**src/rtl/fprint_compare_unit.sv**
```systemverilog
// Fingerprint comparison control for a DMR core pair: CSR file, RAM queue pointers, pairwise comparator.
// CSR: waitrequest drops for one cycle at least one cycle after the strobe; comparator: 3 cycles per pair.
// A comparator status post beats a CPU access in the same cycle, which then stalls one extra cycle.
module fprint_compare_unit #(
    parameter int KEY_WIDTH  = 4,
    parameter int ADDR_WIDTH = 10,
    parameter int CRC_WIDTH  = 32
) (
    input  logic                        clk,
    input  logic                        reset,
    input  logic [9:0]                  csr_address,
    input  logic                        csr_read,
    input  logic                        csr_write,
    input  logic [31:0]                 csr_writedata,
    output logic [31:0]                 csr_readdata,
    output logic                        csr_waitrequest,
    output logic                        irq,
    input  logic [3:0]                  asg_phys_core,
    input  logic [KEY_WIDTH-1:0]        asg_task,
    output logic                        asg_logical_core,
    output logic                        asg_valid,
    input  logic                        fp_push,
    output logic [ADDR_WIDTH-1:0]       fp_push_addr,
    input  logic [(1<<KEY_WIDTH)-1:0]   checkin,
    output logic [ADDR_WIDTH-1:0]       tail_addr0,
    output logic [ADDR_WIDTH-1:0]       tail_addr1,
    input  logic [CRC_WIDTH-1:0]        fprint0,
    input  logic [CRC_WIDTH-1:0]        fprint1
);
    localparam int NTASK = 1 << KEY_WIDTH;

    typedef enum logic [1:0] {ST_IDLE, ST_READ, ST_CMP} state_t;
    state_t state, state_nxt;

    logic [ADDR_WIDTH-1:0] start_ptr [2][NTASK];
    logic [ADDR_WIDTH-1:0] end_ptr   [2][NTASK];
    logic [ADDR_WIDTH-1:0] head      [2][NTASK];
    logic [ADDR_WIDTH-1:0] tail      [2][NTASK];
    logic [3:0]            asg_tbl   [2][NTASK];
    logic [1:0][NTASK-1:0] asg_ok;

    logic [NTASK-1:0] success, fail, mismatch, cpend, checkin_q;
    logic [NTASK-1:0] ne0, ne1, ready, post_ok, blocked, post_vec;
    logic             exc, ack;
    logic [KEY_WIDTH-1:0] cur_task, last_task, pick_rdy, pick_post;
    logic             found_rdy, found_post, start_rd, post_now, cmp_adv;

    logic [1:0]           region;
    logic                 dir_hit, dir_wr_req, dir_busy, asg_hit, acc_wr, acc_rd;
    logic                 wr_start, wr_end, wr_asg, wr_exc, m0, m1, dir_c;
    logic [KEY_WIDTH-1:0] dir_k, asg_wr_task;
    logic                 unused_wdata;

    function automatic logic [ADDR_WIDTH-1:0] ptr_next(input logic [ADDR_WIDTH-1:0] p,
                                                       input logic [ADDR_WIDTH-1:0] s,
                                                       input logic [ADDR_WIDTH-1:0] e);
        return (p == e) ? s : p + {{(ADDR_WIDTH-1){1'b0}}, 1'b1};
    endfunction

    // CSR decode
    assign region      = csr_address[9:8];
    assign dir_c       = csr_address[6];
    assign dir_k       = csr_address[KEY_WIDTH-1:0];
    assign dir_hit     = !csr_address[7] && (int'(csr_address[5:0]) < NTASK);
    assign asg_hit     = (region == 2'd0) && !csr_address[7] && (csr_address[5:0] == 6'd3);
    assign acc_wr      = ack && csr_write;
    assign acc_rd      = ack && !csr_write && csr_read;
    assign wr_start    = acc_wr && dir_hit && (region == 2'd1);
    assign wr_end      = acc_wr && dir_hit && (region == 2'd2);
    assign wr_asg      = acc_wr && asg_hit;
    assign wr_exc      = acc_wr && (csr_address == 10'h000);
    assign asg_wr_task = csr_writedata[4 +: KEY_WIDTH];
    assign unused_wdata = ^csr_writedata[31:ADDR_WIDTH];

    // A pending directory write freezes its task for the comparator.
    assign dir_wr_req = csr_write && dir_hit && ((region == 2'd1) || (region == 2'd2));
    assign blocked    = dir_wr_req ? (NTASK'(1) << dir_k) : '0;
    assign dir_busy   = dir_wr_req && (state != ST_IDLE) && (dir_k == cur_task);

    assign csr_waitrequest = !ack;
    assign irq             = exc;

    always_comb begin
        csr_readdata = '0;
        if (acc_rd) begin
            if (csr_address == 10'h000)            csr_readdata = {31'b0, exc};
            else if (csr_address == 10'h001)       csr_readdata = 32'(success);
            else if (csr_address == 10'h002)       csr_readdata = 32'(fail);
            else if (dir_hit && region == 2'd1)    csr_readdata = 32'(start_ptr[dir_c][dir_k]);
            else if (dir_hit && region == 2'd2)    csr_readdata = 32'(end_ptr[dir_c][dir_k]);
        end
    end

    assign m0               = asg_ok[0][asg_task] && (asg_tbl[0][asg_task] == asg_phys_core);
    assign m1               = asg_ok[1][asg_task] && (asg_tbl[1][asg_task] == asg_phys_core);
    assign asg_valid        = m0 || m1;
    assign asg_logical_core = !m0 && m1;
    assign fp_push_addr     = head[asg_logical_core][asg_task];

    always_comb begin
        for (int t = 0; t < NTASK; t++) begin
            ne0[t] = head[0][t] != tail[0][t];
            ne1[t] = head[1][t] != tail[1][t];
        end
    end
    assign ready   = ne0 & ne1 & ~blocked;
    assign post_ok = cpend & ~ne0 & ~ne1 & ~blocked;

    // Round-robin from last serviced task + 1; posts go lowest-index first.
    always_comb begin
        found_rdy  = 1'b0;
        pick_rdy   = '0;
        found_post = 1'b0;
        pick_post  = '0;
        for (int i = 1; i <= NTASK; i++) begin
            if (!found_rdy && ready[last_task + KEY_WIDTH'(i)]) begin
                found_rdy = 1'b1;
                pick_rdy  = last_task + KEY_WIDTH'(i);
            end
        end
        for (int i = NTASK - 1; i >= 0; i--) begin
            if (post_ok[i]) begin
                found_post = 1'b1;
                pick_post  = KEY_WIDTH'(i);
            end
        end
    end

    always_ff @(posedge clk or negedge reset) begin
        if (!reset) state <= ST_IDLE;
        else        state <= state_nxt;
    end

    always_comb begin
        state_nxt = state;
        case (state)
            ST_IDLE: if (found_rdy) state_nxt = ST_READ;
            ST_READ: state_nxt = ST_CMP;
            ST_CMP:  state_nxt = ST_IDLE;
            default: state_nxt = ST_IDLE;
        endcase
    end

    always_comb begin
        start_rd = 1'b0;
        post_now = 1'b0;
        cmp_adv  = 1'b0;
        case (state)
            ST_IDLE: begin
                start_rd = found_rdy;
                post_now = !found_rdy && found_post;
            end
            ST_CMP:  cmp_adv = 1'b1;
            default: ;
        endcase
    end
    assign post_vec = post_now ? (NTASK'(1) << pick_post) : '0;

    always_ff @(posedge clk or negedge reset) begin
        if (!reset) begin
            ack        <= 1'b0;
            exc        <= 1'b0;
            success    <= '0;
            fail       <= '0;
            mismatch   <= '0;
            cpend      <= '0;
            checkin_q  <= '0;
            cur_task   <= '0;
            last_task  <= '0;
            tail_addr0 <= '0;
            tail_addr1 <= '0;
        end else begin
            ack       <= (csr_read || csr_write) && !ack && !post_now && !dir_busy;
            checkin_q <= checkin;
            cpend     <= (cpend & ~post_vec) | (checkin_q & ~checkin);
            // CPU clear applies first so a same-cycle post is never lost.
            exc       <= (wr_exc ? 1'b0 : exc) | post_now;
            success   <= (wr_exc ? '0 : success) | (mismatch[pick_post] ? '0 : post_vec);
            fail      <= (wr_exc ? '0 : fail)    | (mismatch[pick_post] ? post_vec : '0);
            if (cmp_adv && (fprint0 != fprint1)) mismatch[cur_task] <= 1'b1;
            if (post_now) mismatch[pick_post] <= 1'b0;
            if (start_rd) begin
                cur_task   <= pick_rdy;
                last_task  <= pick_rdy;
                tail_addr0 <= tail[0][pick_rdy];
                tail_addr1 <= tail[1][pick_rdy];
            end
        end
    end

    always_ff @(posedge clk or negedge reset) begin
        if (!reset) begin
            asg_ok <= '0;
            for (int c = 0; c < 2; c++) begin
                for (int t = 0; t < NTASK; t++) begin
                    start_ptr[c][t] <= '0;
                    end_ptr[c][t]   <= '0;
                    head[c][t]      <= '0;
                    tail[c][t]      <= '0;
                    asg_tbl[c][t]   <= '0;
                end
            end
        end else begin
            if (fp_push && asg_valid)
                head[asg_logical_core][asg_task] <= ptr_next(head[asg_logical_core][asg_task],
                    start_ptr[asg_logical_core][asg_task], end_ptr[asg_logical_core][asg_task]);
            if (cmp_adv) begin
                tail[0][cur_task] <= ptr_next(tail[0][cur_task], start_ptr[0][cur_task], end_ptr[0][cur_task]);
                tail[1][cur_task] <= ptr_next(tail[1][cur_task], start_ptr[1][cur_task], end_ptr[1][cur_task]);
            end
            if (wr_start) begin
                start_ptr[dir_c][dir_k] <= csr_writedata[ADDR_WIDTH-1:0];
                head[dir_c][dir_k]      <= csr_writedata[ADDR_WIDTH-1:0];
                tail[dir_c][dir_k]      <= csr_writedata[ADDR_WIDTH-1:0];
            end
            if (wr_end) end_ptr[dir_c][dir_k] <= csr_writedata[ADDR_WIDTH-1:0];
            if (wr_asg) begin
                asg_tbl[dir_c][asg_wr_task] <= csr_writedata[3:0];
                asg_ok[dir_c][asg_wr_task]  <= 1'b1;
            end
        end
    end
endmodule

```
**config.mk**
```make
export PLATFORM = sky130hd
export DESIGN_NAME = fprint_compare_unit
export DESIGN_NICKNAME = d
export VERILOG_FILES = /design/src/rtl/fprint_compare_unit.sv
export SDC_FILE = /design/constraint.sdc
export NUM_CORES = 2
export LEC_CHECK = 0
export BUFFER_PORTS_ARGS = -buffer_cell sky130_fd_sc_hd__buf_2
export CORE_ASPECT_RATIO = 2
export CORE_MARGIN = 2
export CORE_UTILIZATION = 56
export CTS_CLUSTER_DIAMETER = 80
export DETAILED_ROUTE_END_ITERATION = 6
export PLACE_DENSITY = 0.72
export SYNTH_ARGS = -nofsm -noshare
export SYNTH_HDL_FRONTEND = slang
export SYNTH_SLANG_ARGS = --single-unit
```
**constraint.sdc**
```tcl
create_clock -name clk -period 9.1 [get_ports clk]
set_clock_uncertainty 0.1 [all_clocks]
set_input_delay 1.365 -clock clk [delete_from_list [all_inputs] [get_ports clk]]
set_output_delay 1.365 -clock clk [all_outputs]
set_load 0.02 [all_outputs]
```
==> results_tabular.tex, run 1 <==
\begin{tabular}{lr}
\hline
Metric & Value \\
\hline
\multicolumn{2}{l}{\textbf{GRT}} \\
\quad Number of global-route vias before repair & 105,800 \\
\quad Overall fraction of global-route tracks in use & 0.7916 \\
\quad Largest net degree at the start of global routing & 181 \\
\quad Wire length of the first global-routing pass & 968,500 microns \\
\quad Total congestion overflow after global routing & 807 \\
\multicolumn{2}{l}{\textbf{Placed design}} \\
\quad Post-DP HPWL & 402,000 microns \\
\quad Gpl congestion & 1.219 \\
\quad Total of buffers placed on input and output ports & 162 \\
\multicolumn{2}{l}{\textbf{Logic synthesis}} \\
\quad Library cells used by synthesis & 81 \\
\quad Post-synthesis register bit count & 1,548 \\
\quad Warnings from Yosys & 0 \\
\quad Area share of the leading cell type in the synthesized netlist & 0.4085 \\
\quad Top flip-flop cell by instance count after synthesis & sky130\_fd\_sc\_hd\_\_dfrtp\_1 \\
\quad Synthesized area per cell & 10.02 sq um \\
\quad Sequential cell area fraction in the yosys report & 0.4085 \\
\quad Number of enable-type register cells in the synthesized netlist & 0 \\
\quad Number of instances in the synthesized netlist & 9,466 \\
\quad Mapped Area & 0.09483 sq mm \\
\quad Synth area leader & sky130\_fd\_sc\_hd\_\_dfrtp\_1 \\
\quad Asr flop ratio synth & 1.000 \\
\quad Top post-synthesis cells by area & sky130\_fd\_sc\_hd\_\_dfrtp\_1, sky130\_fd\_sc\_hd\_\_mux4\_2, sky130\_fd\_sc\_hd\_\_nand2\_1 \\
\multicolumn{2}{l}{\textbf{Clock network}} \\
\quad Number of clock sinks & 1,548 \\
\quad Number of buffers on the longest clock path & 4 \\
\quad Resized cells post-CTS & 0 \\
\quad Postcts setup bufs & 0 \\
\quad Number of buffers added to fix hold violations after cts & 0 \\
\quad Total CTS buffers & 155 \\
\quad Clock Tree Root & sky130\_fd\_sc\_hd\_\_clkbuf\_16 \\
\quad Number of H-tree levels & 4 \\
\multicolumn{2}{l}{\textbf{Run status}} \\
\quad Error that stopped the run & [ERROR GRT-0116] Global routing finished with congestion. Check the congestion regions in the DRC Viewer. \\
\quad Stage reached & global routing (5\_1\_grt) \\
\quad Run status & did not finish \\
\multicolumn{2}{l}{\textbf{Die}} \\
\quad Initial core utilization & 0.5639 \\
\quad Boundary pin count & 201 \\
\quad Chip height & 586.0 microns \\
\quad DIE WIDTH & 295.0 microns \\
\quad Num rows & 213 \\
\hline
\end{tabular}
synth_stat cells (all sizes together) (15+ instances only):
library cell and number:
ha 19, a21oi 444, xor2 264, buf 232, mux2i 339, nor4 123
o221ai 227, or3 26, a22o 24, xnor2 169, a41oi 23, dfrtp 1548
nand3 424, a32oi 19, or2 28, inv 97, mux4 575, nand4 90
o21ai 471, o31ai 15, nor3 82, clkinv 19, a311oi 22, nand2b 44
or4 22, a221oi 18, clkbuf 602, a31oi 92, o211ai 101, o22ai 259
nor2 457, nand2 1812, mux2 549, a22oi 72
per-stage QoR:
stage | setup slack, ns | instances | hold slack [ns] | cell area (sq um) | utilization
after floorplan | 2.506 | 9481 | 0.3287 | 94880 | -
after CTS | 1.193 | 11730 | 0.3674 | 104400 | 0.6206
after global placement | 0.8782 | 11470 | 0.3434 | 99240 | 0.5901
after detailed placement | 0.7827 | 11470 | 0.3484 | 99240 | 0.5901
routing by layer:
layer	overflow	global-route usage
met1	4	0.7976
met2	466	0.9332
met3	5	0.6514
met4	332	0.8042
met5	0	0.3026
logic make-up after synthesis:
kind of cell / synth area share
xor+xnor: 0.03999
simple gates: 0.1437
buf+inv: 0.04154
other cells: 0.00003955
flops: 0.4085
compound gates: 0.1261
fa+ha+maj: 0.002507
mux: 0.2376
==> run 2, diff against run 1 <==
Settings changed: CORE_ASPECT_RATIO 2 to default, CORE_UTILIZATION 56 to 40, CTS_CLUSTER_DIAMETER 80 to default, PLACE_DENSITY 0.72 to default, PLACE_DENSITY_LB_ADDON from default to 0.15.
==> run 2 against run 1 <==
Against the previous run: synthesized cell count did not move; the flow now finishes, with violations (capacitance limit, slew limit); synthesized area did not move.
==> results_tabular.tex, run 2 <==
\begin{tabular}{lr}
\hline
Metric & Value \\
\hline
\multicolumn{2}{l}{\textbf{Die}} \\
\quad Chip height & 490.9 microns (-16\%) \\
\quad Num rows & 178 (-16\%) \\
\quad Die footprint & 0.2410 sq mm \\
\quad Boundary pin count & 201 (unchanged) \\
\quad Initial core utilization & 0.4028 (-0.1611) \\
\quad DIE WIDTH & 490.9 microns (+66\%) \\
\quad CORE AREA & 0.2354 sq mm \\
\multicolumn{2}{l}{\textbf{GRT}} \\
\quad Wire length of the first global-routing pass & 703,700 microns \\
\quad Largest net degree at the start of global routing & 154 \\
\quad Overall fraction of global-route tracks in use & 0.4175 \\
\quad Total congestion overflow after global routing & 0 \\
\quad Number of global-route vias before repair & 83,780 \\
\quad Initial antenna violation count & 48 \\
\multicolumn{2}{l}{\textbf{Clock network}} \\
\quad Total CTS buffers & 182 (+17\%) \\
\quad Number of clock sinks & 1,548 (unchanged) \\
\quad Resized cells post-CTS & 0 (unchanged) \\
\quad Clock Pin Slew Worst Setup and Hold Paths & 0.06 ns \\
\quad Number of buffers added to fix hold violations after cts & 0 (unchanged) \\
\quad Number of H-tree levels & 4 (unchanged) \\
\quad Skew-Pair Late Insertion Delay & 0.89 ns \\
\quad Clock Tree Root & sky130\_fd\_sc\_hd\_\_clkbuf\_16 \\
\quad Postcts setup bufs & 0 (unchanged) \\
\quad CTS tree & built \\
\quad Number of buffers on the longest clock path & 3 (-1) \\
\multicolumn{2}{l}{\textbf{Cells and area}} \\
\quad Fillcell total & 22,390 \\
\quad Highest-count cells in the layout ignoring fill and taps & sky130\_fd\_sc\_hd\_\_nand2\_1, sky130\_fd\_sc\_hd\_\_dfrtp\_1, sky130\_fd\_sc\_hd\_\_mux4\_2 \\
\quad Share of cells above drive strength 1 & 0.2247 \\
\quad Final net count & 9,556 \\
\quad Relative area change from synthesis to final layout & 12.70\% \\
\quad Final core utilization & 0.4540 \\
\quad Leading cell type in the layout, fill and taps excluded & sky130\_fd\_sc\_hd\_\_nand2\_1 \\
\quad Non-Filler Cell Area, Final & 0.1069 sq mm \\
\multicolumn{2}{l}{\textbf{Power}} \\
\quad Worst VDD drop & 0.6558 mV \\
\quad Static Leakage & 43.94 nW \\
\quad Pwr Density & 338.7 mW/mm\^{}2 \\
\multicolumn{2}{l}{\textbf{Logic synthesis}} \\
\quad Count leader, synth & sky130\_fd\_sc\_hd\_\_nand2\_1 \\
\quad Top flip-flop cell by instance count after synthesis & sky130\_fd\_sc\_hd\_\_dfrtp\_1 \\
\quad Synth area leader & sky130\_fd\_sc\_hd\_\_dfrtp\_1 \\
\quad Top post-synthesis cells by area & sky130\_fd\_sc\_hd\_\_dfrtp\_1, sky130\_fd\_sc\_hd\_\_mux4\_2, sky130\_fd\_sc\_hd\_\_nand2\_1 \\
\quad Commonest cells post-synth & sky130\_fd\_sc\_hd\_\_nand2\_1, sky130\_fd\_sc\_hd\_\_dfrtp\_1, sky130\_fd\_sc\_hd\_\_clkbuf\_1, sky130\_fd\_sc\_hd\_\_mux4\_2, sky130\_fd\_sc\_hd\_\_mux2\_2 \\
\quad Number of enable-type register cells in the synthesized netlist & 0 (unchanged) \\
\quad Asr flop ratio synth & 1.000 (unchanged) \\
\quad Warnings from Yosys & 0 (unchanged) \\
\quad Area share of the leading cell type in the synthesized netlist & 0.4085 (unchanged) \\
\quad Number of instances in the synthesized netlist & 9,466 (unchanged) \\
\quad Library cells used by synthesis & 81 (unchanged) \\
\quad Post-synthesis register bit count & 1,548 (unchanged) \\
\quad Mapped Area & 0.09483 sq mm (unchanged) \\
\quad Sequential cell area fraction in the yosys report & 0.4085 (unchanged) \\
\quad Synthesized area per cell & 10.02 sq um (unchanged) \\
\multicolumn{2}{l}{\textbf{Worst setup path}} \\
\quad Data required, critical path & 7.64 ns \\
\quad Slowest cell on the critical path & sky130\_fd\_sc\_hd\_\_nor4\_1 \\
\quad Critical Path Max Stage Delay & 1.33 ns \\
\quad CP Launch Type & input port \\
\quad Crit path arrival time & 7.12 ns \\
\quad Maximum fanout along the worst path & 73 \\
\quad Most prevalent standard cell on the critical path & sky130\_fd\_sc\_hd\_\_mux4\_2 \\
\quad Cells along the critical path & buf\_4 > buf\_12 > mux4\_2 > mux4\_2 > xor2\_1 > nor3\_2 > or2\_4 > inv\_8 > buf\_12 > nand2\_1 > a21oi\_1 > nor4\_1 > mux4\_2 > inv\_1 > buf\_2 \\
\quad Sort of element at the end of the critical path & output port \\
\quad Critical path start-end classification & input port to output port \\
\multicolumn{2}{l}{\textbf{Timing}} \\
\quad Setup TNS & 0 ns \\
\quad Endpoints failing hold & 0 \\
\quad Clock period minus final worst setup slack & 8.587 ns \\
\quad Headroom to the max-slew limit & -0.08125 \\
\quad Measured slew at the worst slew-check pin & 1.616 ns \\
\quad Number of failing setup endpoints in the final timing report & 0 \\
\quad Unrepaired setup endpoints after global routing & false \\
\quad Max-slew violation count & 21 \\
\quad Fin crit share & 0.9436 \\
\quad Maximum frequency from static timing analysis & 116.5 MHz \\
\quad Final critical-path setup slack & 0.5133 ns \\
\multicolumn{2}{l}{\textbf{Routing}} \\
\quad First-pass DRT Iterations & 7 \\
\quad Number of remaining DRC errors & 0 \\
\quad Count of vias placed by the detailed router & 88,600 \\
\quad Number of violations reported at the end of detailed-routing iteration 0 & 14,490 \\
\quad Wire length reported by the detailed router & 513,900 microns \\
\quad Detail-routed net length per standard cell & 40.43 microns \\
\quad Antenna-violating nets left & 0 \\
\quad Via-per-instance ratio & 6.970 \\
\multicolumn{2}{l}{\textbf{Placed design}} \\
\quad Total of buffers placed on input and output ports & 162 (unchanged) \\
\quad Placed instance area & 0.1006 sq mm (+1.4\%) \\
\quad Post-Place Setup Slack & 0.7379 ns (-0.04479 ns) \\
\quad Gpl congestion & 1.134 (-6.9\%) \\
\quad Post-DP HPWL & 357,500 microns (-11\%) \\
\multicolumn{2}{l}{\textbf{Flow run}} \\
\quad Max-Cap Viols & 4 \\
\multicolumn{2}{l}{\textbf{Run status}} \\
\quad Violated checks & capacitance limit, slew limit \\
\quad Run status & complete, but fails checks \\
\multicolumn{2}{l}{\textbf{Hold path}} \\
\quad Class of the tightest hold or removal check & input port to async pin \\
\hline
\end{tabular}
## run 2: cell counts after synthesis
Identical to the previous run, type by type.
## run 2: layer usage
metal  part of all wire  wire length [microns]  vias up  track usage
li1                   -                      -    34700            -
met1               0.35                 182400    44840       0.5102
met2               0.41                 209100     7095       0.5835
met3               0.14                  71510     1938       0.1702
met4              0.098                  50540       25       0.3214
met5            0.00065                    336        -     0.005357
## run 2: report_power, final
group	internal, mW	total [mW]	switching, mW
Combinational	5.98	19.1	13.2
Sequential	7.60	9.33	1.74
Clock	4.40	7.72	3.32
## run 2: layout make-up
cell class | count | area, sq um | area share
diodes | 16 | 40.04 | 0.0003747
clock buffers | 248 | 5162 | 0.04831
clock inverters | 79 | 1052 | 0.009847
inverters | 116 | 445.4 | 0.004168
multi-input cells | 6983 | 52900 | 0.4950
flip-flops and latches | 1548 | 38750 | 0.3626
well taps | 3150 | 3941 | 0.03688
repair buffers | 571 | 4579 | 0.04285
## run 2: stage by stage
| step | power, mW | instances | hold slack, ns |
|---|---|---|---|
| floorplan | 17.59 | 9481 | 0.3287 |
| global placement | 27.01 | 12370 | 0.3450 |
| detailed placement | 27.13 | 12370 | 0.3477 |
| CTS | 34.81 | 12690 | 0.3411 |
| global route | 36.43 | 12700 | 0.3628 |
| finish | 36.20 | 12710 | 0.3402 |
## run 2: worst paths after layout
path,from,to,slack (ns),cells after the start
max,asg_task[0],fp_push_addr[9],0.51,15
max in group asynchronous,reset,head[309]$_DFF_PN0_,6.24,3
min reg2reg,asg_ok[26]$_DFFE_PN0P_,asg_ok[26]$_DFFE_PN0P_,0.36,1
max reg2reg,head[294]$_DFF_PN0_,tail_addr0[6]$_DFFE_PN0P_,1.53,16
min,reset,tail[24]$_DFF_PN0_,0.34,1
min in group clk,asg_ok[26]$_DFFE_PN0P_,asg_ok[26]$_DFFE_PN0P_,0.36,1
## run 2: kinds of logic after synthesis
group	synth area share
buffers and inverters	0.04154
XOR/XNOR	0.03999
other	0.00003955
AO/OA/AOI/OAI	0.1261
adder cells (fa/ha/maj)	0.002507
flip-flops	0.4085
AND/OR/NAND/NOR	0.1437
multiplexers	0.2376
## run 2: worst max-delay path: cells and delay by family
| family | cells | cell delay, ns |
|---|---|---|
| buffers and inverters | 6 | 1.60 |
| AOI/OAI and AO/OA | 1 | 0.06 |
| and+or+nand+nor | 4 | 1.89 |
| muxes | 3 | 1.70 |
| xor gates and xnor gates | 1 | 0.17 |
Note: power is estimated with default switching activity, not from simulation.
